## src/rtl/median_pkg.sv

```systemverilog
// Shared types and sizing helpers for the sequential median filter.
package median_pkg;

  localparam int WIDTH_DEF = 8;
  localparam int N_DEF     = 9;

  typedef logic [WIDTH_DEF-1:0] sample_t;

  typedef enum logic [1:0] {
    IDLE = 2'd0,
    LOAD = 2'd1,
    SORT = 2'd2,
    OUT  = 2'd3
  } state_t;

  // Each pass strips the current maximum; the last pass's maximum is the median.
  function automatic int n_passes(input int n);
    return (n + 1) / 2;
  endfunction

endpackage

```

## src/rtl/MCE.sv

```systemverilog
// Unsigned compare-exchange element: routes the larger operand to MAX and the smaller to MIN.
module MCE #(
  parameter int WIDTH = 8
) (
  input  logic [WIDTH-1:0] A,
  input  logic [WIDTH-1:0] B,
  output logic [WIDTH-1:0] MAX,
  output logic [WIDTH-1:0] MIN
);

  logic a_ge_b;

  // Ties pass both operands straight through, so equal values are never altered.
  assign a_ge_b = (A >= B);
  assign MAX    = a_ge_b ? A : B;
  assign MIN    = a_ge_b ? B : A;

endmodule

```

## src/rtl/median_seq.sv

```systemverilog
// Sequential N-sample median filter built around a single MCE compare-exchange unit.
// Optional macro MEDIAN_ERR_EN adds an ERR pulse for early aborts and DSI seen during SORT.
module median_seq
  import median_pkg::*;
#(
  parameter int WIDTH = WIDTH_DEF,
  parameter int N     = N_DEF
) (
  input  logic             CLK,
  input  logic             nRST,
  input  logic [WIDTH-1:0] DI,
  input  logic             DSI,
  output logic [WIDTH-1:0] DO,
  output logic             DSO
`ifdef MEDIAN_ERR_EN
  ,
  output logic             ERR
`endif
);

  localparam int P  = n_passes(N);
  localparam int CW = $clog2(N + 1);
  localparam int PW = $clog2(P + 1);
  localparam logic [CW-1:0] LAST_IDX  = CW'(N - 1);
  localparam logic [PW-1:0] LAST_PASS = PW'(P - 1);

  state_t           state_q, state_d;
  logic [CW-1:0]    cnt_q, cnt_d;
  logic [PW-1:0]    pass_q, pass_d;
  logic             got_q, got_d;
  logic             armed_q, armed_d;
  logic             dso_q, dso_d;
  logic [WIDTH-1:0] cmp_q, cmp_d;
  logic [WIDTH-1:0] do_q, do_d;
  logic [WIDTH-1:0] win_q [N];
  logic [WIDTH-1:0] win_d [N];
  logic [N-1:0]     live_q, live_d;

  logic             shift_en;
  logic [WIDTH-1:0] tail_val;
  logic             tail_live;
  logic [WIDTH-1:0] mce_max, mce_min;

`ifdef MEDIAN_ERR_EN
  logic err_q, err_d;
`endif

  MCE #(.WIDTH(WIDTH)) u_mce (
    .A   (win_q[0]),
    .B   (cmp_q),
    .MAX (mce_max),
    .MIN (mce_min)
  );

  // Window is a shift register: samples enter at the tail, SORT rotates head back to tail.
  genvar gi;
  generate
    for (gi = 0; gi < N - 1; gi++) begin : g_win
      assign win_d[gi]  = shift_en ? win_q[gi + 1]  : win_q[gi];
      assign live_d[gi] = shift_en ? live_q[gi + 1] : live_q[gi];
    end
  endgenerate

  assign win_d[N-1]  = shift_en ? tail_val  : win_q[N-1];
  assign live_d[N-1] = shift_en ? tail_live : live_q[N-1];

  always_comb begin
    state_d   = state_q;
    cnt_d     = cnt_q;
    pass_d    = pass_q;
    got_d     = got_q;
    armed_d   = armed_q;
    cmp_d     = cmp_q;
    do_d      = do_q;
    dso_d     = 1'b0;
    shift_en  = 1'b0;
    tail_val  = DI;
    tail_live = 1'b1;
`ifdef MEDIAN_ERR_EN
    err_d     = 1'b0;
`endif

    case (state_q)
      IDLE: begin
        if (!DSI) begin
          armed_d = 1'b1;
        end else if (armed_q) begin
          shift_en = 1'b1;
          cnt_d    = CW'(1);
          state_d  = LOAD;
        end
      end

      LOAD: begin
        if (DSI) begin
          shift_en = 1'b1;
          if (cnt_q == LAST_IDX) begin
            cnt_d   = '0;
            pass_d  = '0;
            got_d   = 1'b0;
            state_d = SORT;
          end else begin
            cnt_d = cnt_q + 1'b1;
          end
        end else begin
          cnt_d   = '0;
          armed_d = 1'b0;
          state_d = IDLE;
`ifdef MEDIAN_ERR_EN
          err_d   = 1'b1;
`endif
        end
      end

      SORT: begin
        shift_en = 1'b1;
`ifdef MEDIAN_ERR_EN
        err_d    = DSI;
`endif
        // First live entry of a pass seeds the running max; its slot is retired.
        if (live_q[0] && !got_q) begin
          cmp_d     = win_q[0];
          tail_val  = win_q[0];
          tail_live = 1'b0;
          got_d     = 1'b1;
        end else if (live_q[0]) begin
          cmp_d     = mce_max;
          tail_val  = mce_min;
          tail_live = 1'b1;
        end else begin
          tail_val  = win_q[0];
          tail_live = 1'b0;
        end

        if (cnt_q == LAST_IDX) begin
          cnt_d = '0;
          got_d = 1'b0;
          if (pass_q == LAST_PASS) begin
            state_d = OUT;
          end else begin
            pass_d = pass_q + 1'b1;
          end
        end else begin
          cnt_d = cnt_q + 1'b1;
        end
      end

      OUT: begin
        dso_d   = 1'b1;
        do_d    = cmp_q;
        armed_d = 1'b0;
        state_d = IDLE;
      end

      default: begin
        state_d = IDLE;
      end
    endcase
  end

  always_ff @(posedge CLK or negedge nRST) begin
    if (!nRST) begin
      state_q <= IDLE;
      cnt_q   <= '0;
      pass_q  <= '0;
      got_q   <= 1'b0;
      armed_q <= 1'b1;
      cmp_q   <= '0;
      do_q    <= '0;
      dso_q   <= 1'b0;
      live_q  <= '0;
      for (int i = 0; i < N; i++) begin
        win_q[i] <= '0;
      end
    end else begin
      state_q <= state_d;
      cnt_q   <= cnt_d;
      pass_q  <= pass_d;
      got_q   <= got_d;
      armed_q <= armed_d;
      cmp_q   <= cmp_d;
      do_q    <= do_d;
      dso_q   <= dso_d;
      live_q  <= live_d;
      for (int i = 0; i < N; i++) begin
        win_q[i] <= win_d[i];
      end
    end
  end

`ifdef MEDIAN_ERR_EN
  always_ff @(posedge CLK or negedge nRST) begin
    if (!nRST) begin
      err_q <= 1'b0;
    end else begin
      err_q <= err_d;
    end
  end

  assign ERR = err_q;
`endif

  assign DO  = do_q;
  assign DSO = dso_q;

endmodule

```

## config.mk

```make
export PLATFORM = sky130hd
export DESIGN_NAME = median_seq
export DESIGN_NICKNAME = d
export VERILOG_FILES = /design/src/rtl/median_pkg.sv /design/src/rtl/MCE.sv /design/src/rtl/median_seq.sv
export SDC_FILE = /design/constraint.sdc
export NUM_CORES = 1
export LEC_CHECK = 0
export ABC_AREA = 1
export CORE_ASPECT_RATIO = 0.75
export CORE_MARGIN = 2
export CORE_UTILIZATION = 60
export CTS_CLUSTER_DIAMETER = 60
export DETAILED_ROUTE_END_ITERATION = 10
export GPL_TIMING_DRIVEN = 0
export PLACE_DENSITY_LB_ADDON = 0.12
export SYNTH_ARGS = -nofsm -noshare
export SYNTH_HDL_FRONTEND = slang
export SYNTH_SLANG_ARGS = --single-unit
export TNS_END_PERCENT = 20
```

## constraint.sdc

```tcl
create_clock -name CLK -period 2.4 [get_ports CLK]
set_input_delay 0.24 -clock CLK [delete_from_list [all_inputs] [get_ports CLK]]
set_output_delay 0.24 -clock CLK [all_outputs]
set_load 0.02 [all_outputs]
```

==> flow_summary.toml, run 1 <==
[outcome]
status = "complete, no violations"

[grt]
grt_max_degree = 72
grt_pass1_wl_mm = 16.6
antenna_found_initial = 0
grt_pass1_vias = 3510
overflow = 0
grt_usage = 0.255

[setup_path]
critical_path.slowest_cell = "dfrtp_1"
critPathArrivalTime_ps = 2410
path_max_fanout = 10
cp-end-kind = "register"
crit_family = "simple AND/OR/NAND/NOR gates"
startpoint = "cmp_q[7]"
reg2reg_from = "cmp_q[7]"
start_kind = "register"
max_stage_delay_ps = 400
worstSetupPathType = "reg2reg"
worstPathRequired_ps = 2710
critical_path_buf_inv_count = 2
path_cells = "inv_1 > ha_1 > a21o_1 > nor2_1 > nand4_1 > nand3_2 > buf_2 > nand2_1 > o21ai_1"

[synthesis]
ys_ff_latch = 109
yosysWarnings = 0
syn_avg_cell_area_sq_um = 8.75
synthAdderAreaFrac = 0.0424
ys_seq_area_frac = 0.578
synth_top_family_by_area = "simple AND/OR/NAND/NOR gates"
syn_nets = 567
synth_xor_area_frac = 0.00371
synth_cell_types = 25
postSynthCellCount = 540
synth_simple_gate_area_frac = 0.230
synth_compound_area_frac = 0.0792
muxShareOfSynthArea = 0
mappedNetlistArea_sq_um = 4720

[detailed_routing]
viasPerCell = 5.30
wl_met3_um = 582
wl_met1_mm = 4.67
wl_per_cell_um = 14.4
drc = 0
wl_mm = 9.76
drt_first_pass_iters = 5
antenna_left = 0
met2WireLength_mm = 4.38
num_vias = 3591
highest_layer = "met4"
drtIter0Drc = 230

[clocking]
clkTransAtPathRegs_ps = 100
postCtsSetupBuffers = 0
cts_tree = "built"
insertion_delay_ps = 380
cts.sinks = 109
clockRootBuffer = "clkbuf_8"
cts_resized = 0
cts_buffers = 9
cts.path.max_buffers = 2
hold_buffers = 1
htree_num_levels = 3

[finish]
nNetsFinal = 599
antennaDiodeCount = 0
final_util = 0.702
area_growth_pct = 11.5
fin_cells = 678
fill_cells = 615
drive_gt1_frac = 0.0797
final_area_sq_um = 5270

[placement]
gp_congestion = 0.899
place_ws_ps = 383
numPortBuffers = 19
placed_area_sq_um = 5060
dp.cells = 661
dp_hpwl_mm = 7.09

[floorplan]
coreArea_sq_um = 7500
pin_count = 20
rows = 27
die_x_um = 106
dieArea_sq_um = 8610
die_y_um = 80.8
start_util = 0.630

[timing]
worst_pin_slew_ps = 559
rsz0062_at_grt = "false"
period_share = 0.875
skew_ps = 7.98
finalHoldViolCount = 0
fmax_mhz = 476
finalSetupTns_ps = 0
finalMaxSlewViolations = 0
min_period_ps = 2100
maxSlewHeadroom = 0.627
whs_ps = 373
setup_viol = 0
fin_ws_ps = 301

[pwr]
combPwrFrac = 0.404
cellPowerDensity_nw_per_um2 = 1260
p_clk_frac = 0.167
ir_drop_v = 0.000655
leakage_nw = 2.71
switching_power_mw = 2.67
swShare = 0.403
power_mw = 6.61
p_seq_frac = 0.430
p_int_mw = 3.95

[flow_run]
cap_violations = 0

[worst_hold_path]
min_path_type = "in2async"
-- final cells by class --
class                           count  area [sq um]  area share
Clock inverter                      5          50.0     0.00950
Inverter                           44           165      0.0314
Clock buffer                       11           141      0.0268
Sequential cell                   109          2730       0.518
Buffer                             21           151      0.0287
Multi-Input combinational cell    366          1680       0.319
Timing Repair Buffer               21           225      0.0428
Tap cell                          101           126      0.0240
-- per-layer routing --
| metal | up-vias | GRT usage |
|---|---|---|
| met4 | 0 | 0.0662 |
| met3 | 9 | 0.0803 |
| met1 | 1746 | 0.358 |
| li1 | 1751 | - |
| met5 | - | 0 |
| met2 | 85 | 0.394 |
-- worst reg2reg max path, stage by stage, from the launching register on --
cell,delay [ps]
dfrtp_1,400
inv_1,150
ha_1,270
a21o_1,180
nor2_1,220
nand4_1,180
nand3_2,170
buf_2,250
nand2_1,100
o21ai_1,100
-- sequential cells by signal, summed over array words and instances, names as in the netlist, named ones only --
signal / flops
DO: 8
DSO: 1
armed_q: 1
cmp_q: 8
cnt_q: 4
got_q: 1
live_q: 9
pass_q: 3
state_q: 1
win_q: 72
-- cells in the final DEF, fill, tap and decap left out, drive strengths merged --
master,Yosys,layout
a21o,1,1
a21oi,26,26
a31o,1,1
buf,18,20
bufinv,0,1
clkbuf,3,14
clkdlybuf4s50,0,18
clkinv,1,5
dfrtp,108,108
dfstp,1,1
dlygate4sd3,0,1
ha,16,16
inv,43,43
nand2,232,232
nand3,23,23
nand4,2,2
nor2,15,15
nor3,2,2
o21ai,44,44
o31ai,1,1
or2,1,1
xor2,2,2
-- cells in the mapped netlist --
cell type	number	share of area
a21o_1	1	0.0016
a21oi_1	26	0.028
a31o_2	1	0.0019
buf_2	7	0.0074
buf_4	5	0.0079
buf_6	6	0.014
clkbuf_1	3	0.0024
clkinv_1	1	0.00079
dfrtp_1	108	0.57
dfstp_2	1	0.0056
ha_1	16	0.042
inv_1	39	0.031
inv_2	4	0.0032
nand2_1	230	0.18
nand2_2	2	0.0026
nand3_1	21	0.022
nand3_2	2	0.0042
nand4_1	2	0.0026
nor2_1	15	0.012
nor3_1	2	0.0021
o21ai_0	24	0.025
o21ai_1	20	0.021
o31ai_1	1	0.0016
or2_2	1	0.0013
xor2_1	2	0.0037
-- kinds of logic after synthesis --
family	after synthesis
AND/OR/NAND/NOR	275
buffers and inverters	65
adder cells (fa/ha/maj)	16
flip-flops	109
AO/OA/AOI/OAI	73
XOR/XNOR	2
-- power by group through the flow --
stage	Sequential, mW	Combinational, mW	Clock, mW
2_1_floorplan	2.80	1.96	0
3_3_place_gp	2.86	2.52	0
3_5_place_dp	2.87	2.66	0
4_1_cts	2.84	2.67	1.13
5_1_grt	2.92	3.04	1.21
6_report	2.84	2.67	1.10
-- final timing paths --
| kind | endpoint | slack [ps] | depth (start not counted) |
|---|---|---|---|
| min reg2reg | win_q[29] | 470 | 2 |
| max | cmp_q[5] | 300 | 9 |
| min | DO[5] | 370 | 2 |
| max in group asynchronous | armed_q | 1290 | 3 |
| max reg2reg | cmp_q[5] | 300 | 9 |
| min in group CLK | win_q[29] | 470 | 2 |
Power figures use the tool's default switching activity.
==> run 2: changes to the inputs <==
Settings changed: CTS_CLUSTER_SIZE set to 12.
==> results of run 2 <==
Same layout as run 1: the final DEF is identical, and so are final timing and power.
==> run 3: changes to the inputs <==
Settings changed: CELL_PAD_IN_SITES_DETAIL_PLACEMENT set to 1, CELL_PAD_IN_SITES_GLOBAL_PLACEMENT set to 1, CORE_UTILIZATION 60 to 50, SETUP_SLACK_MARGIN set to 0.02.
Clock period 2.4 ns to 2.7 ns, I/O delays scaled along.
==> flow_summary.toml, run 3 (same netlist as run 1, synthesis figures left out) <==
[clocking]
cts.path.max_buffers = 2
insertion_delay_ps = 350
cts.sinks = 109
clockRootBuffer = "clkbuf_16"
postCtsSetupBuffers = 0
clkTransAtPathRegs_ps = 70
cts_buffers = 9
htree_num_levels = 3
cts_tree = "built"
cts_resized = 0

[timing]
finalHoldViolCount = 0
setup_viol = 0
fmax_mhz = 474
skew_ps = 5.09
worst_pin_slew_ps = 617
period_share = 0.781
finalMaxSlewViolations = 0
fin_ws_ps = 590
maxSlewHeadroom = 0.589
min_period_ps = 2110
rsz0062_at_grt = "false"

[grt]
grt_usage = 0.251
overflow = 0
grt_pass1_vias = 3853
antenna_found_initial = 0
grt_pass1_wl_mm = 19.3
grt_max_degree = 68

[setup_path]
start_kind = "register"
worstPathRequired_ps = 2980
critical_path_buf_inv_count = 1
cpMostUsedCell = "nand2_1"
path_max_fanout = 9
critical_path.slowest_cell = "dfrtp_1"
cp-end-kind = "register"
path_cells = "inv_1 > ha_1 > nand2_1 > nor2_1 > nand4_1 > nand3_2 > nand2_2 > nand2_1 > nand3_1 > a21oi_1"
critPathArrivalTime_ps = 2390
worstSetupPathType = "reg2reg"
max_stage_delay_ps = 350
crit_family = "simple AND/OR/NAND/NOR gates"

[floorplan]
rows = 30
die_x_um = 116
dieArea_sq_um = 10200
pin_count = 20
start_util = 0.518
die_y_um = 88.2
coreArea_sq_um = 9120

[detailed_routing]
num_vias = 3646
wl_mm = 11.7
wl_per_cell_um = 16.6
drc = 0
viasPerCell = 5.17
drt_first_pass_iters = 4
drtIter0Drc = 216
antenna_left = 0

[pwr]
leakage_nw = 2.77
power_mw = 6.53
cellPowerDensity_nw_per_um2 = 1200
ir_drop_v = 0.000497

[placement]
numPortBuffers = 19
dp.cells = 688
dp_hpwl_mm = 8.20
placed_area_sq_um = 5100
gp_congestion = 0.804
place_ws_ps = 671

[finish]
top_register = "win_q"
fill_cells = 1082
area_growth_pct = 15.5
drive_gt1_frac = 0.0815
final_area_sq_um = 5460
fin_cells = 705
layout_common_cells = "230 x nand2_1, 108 x dfrtp_1, 39 x inv_1, 26 x a21oi_1, 24 x o21ai_0"
reg_top3 = "win_q (72), live_q (9)"
antennaDiodeCount = 0
final_util = 0.598
nNetsFinal = 599
largest_reg_flops = 72
final_common_cell = "nand2_1"

[outcome]
status = "complete, no violations"

[flow_run]
cap_violations = 0

[worst_hold_path]
min_path_type = "in2async"
## run 3: area by class of cell
cell class | instances | area, sq um | share of cell area
Clock buffer | 10 | 239 | 0.0438
Multi-Input combinational cell | 366 | 1680 | 0.307
Tap cell | 128 | 160 | 0.0293
Clock inverter | 6 | 110 | 0.0202
Buffer | 21 | 151 | 0.0277
Timing Repair Buffer | 21 | 225 | 0.0413
Inverter | 44 | 165 | 0.0303
Sequential cell | 109 | 2730 | 0.500
## run 3: path summary, 6_finish.rpt
check | startpoint | to | slack, ps | cells past startpoint
min | nRST | cnt_q[3] | 460 | 2
min reg2reg | win_q[37] | win_q[45] | 470 | 2
min in group CLK | win_q[37] | win_q[45] | 470 | 2
max in group asynchronous | nRST | win_q[18] | 1510 | 3
max reg2reg | cmp_q[7] | win_q[3] | 590 | 10
max | cmp_q[7] | win_q[3] | 590 | 10
## run 3: per-layer routing
layer	share of wire	vias to the layer above	GRT usage	wire [um]
met5	0	-	0	0
met4	0.014	0	0.0639	163
met3	0.028	13	0.0526	327
met2	0.47	42	0.410	5530
met1	0.49	1840	0.346	5690
li1	-	1751	-	-
## run 3: where the power goes
part           leakage, nW  internal [mW]  total [mW]  switching (mW)
clock                0.165          0.930        1.53           0.602
combinational         1.21          0.848        2.45            1.60
sequential            1.39           2.21        2.55           0.340
## run 3: through the flow
stage,TNS [ps],hold WS [ps]
after CTS,0,473
after global placement,-306060,452
after global routing,0,504
after floorplan,0,-25.6
after detailed placement,0,314
final,0,462
## run 3: what timing repair did
item / 4_1_cts / 5_1_grt
hold buffers: 1 / 0
endpoints found under the hold margin: 41 / 0
endpoints found under the setup margin: 0 / 0
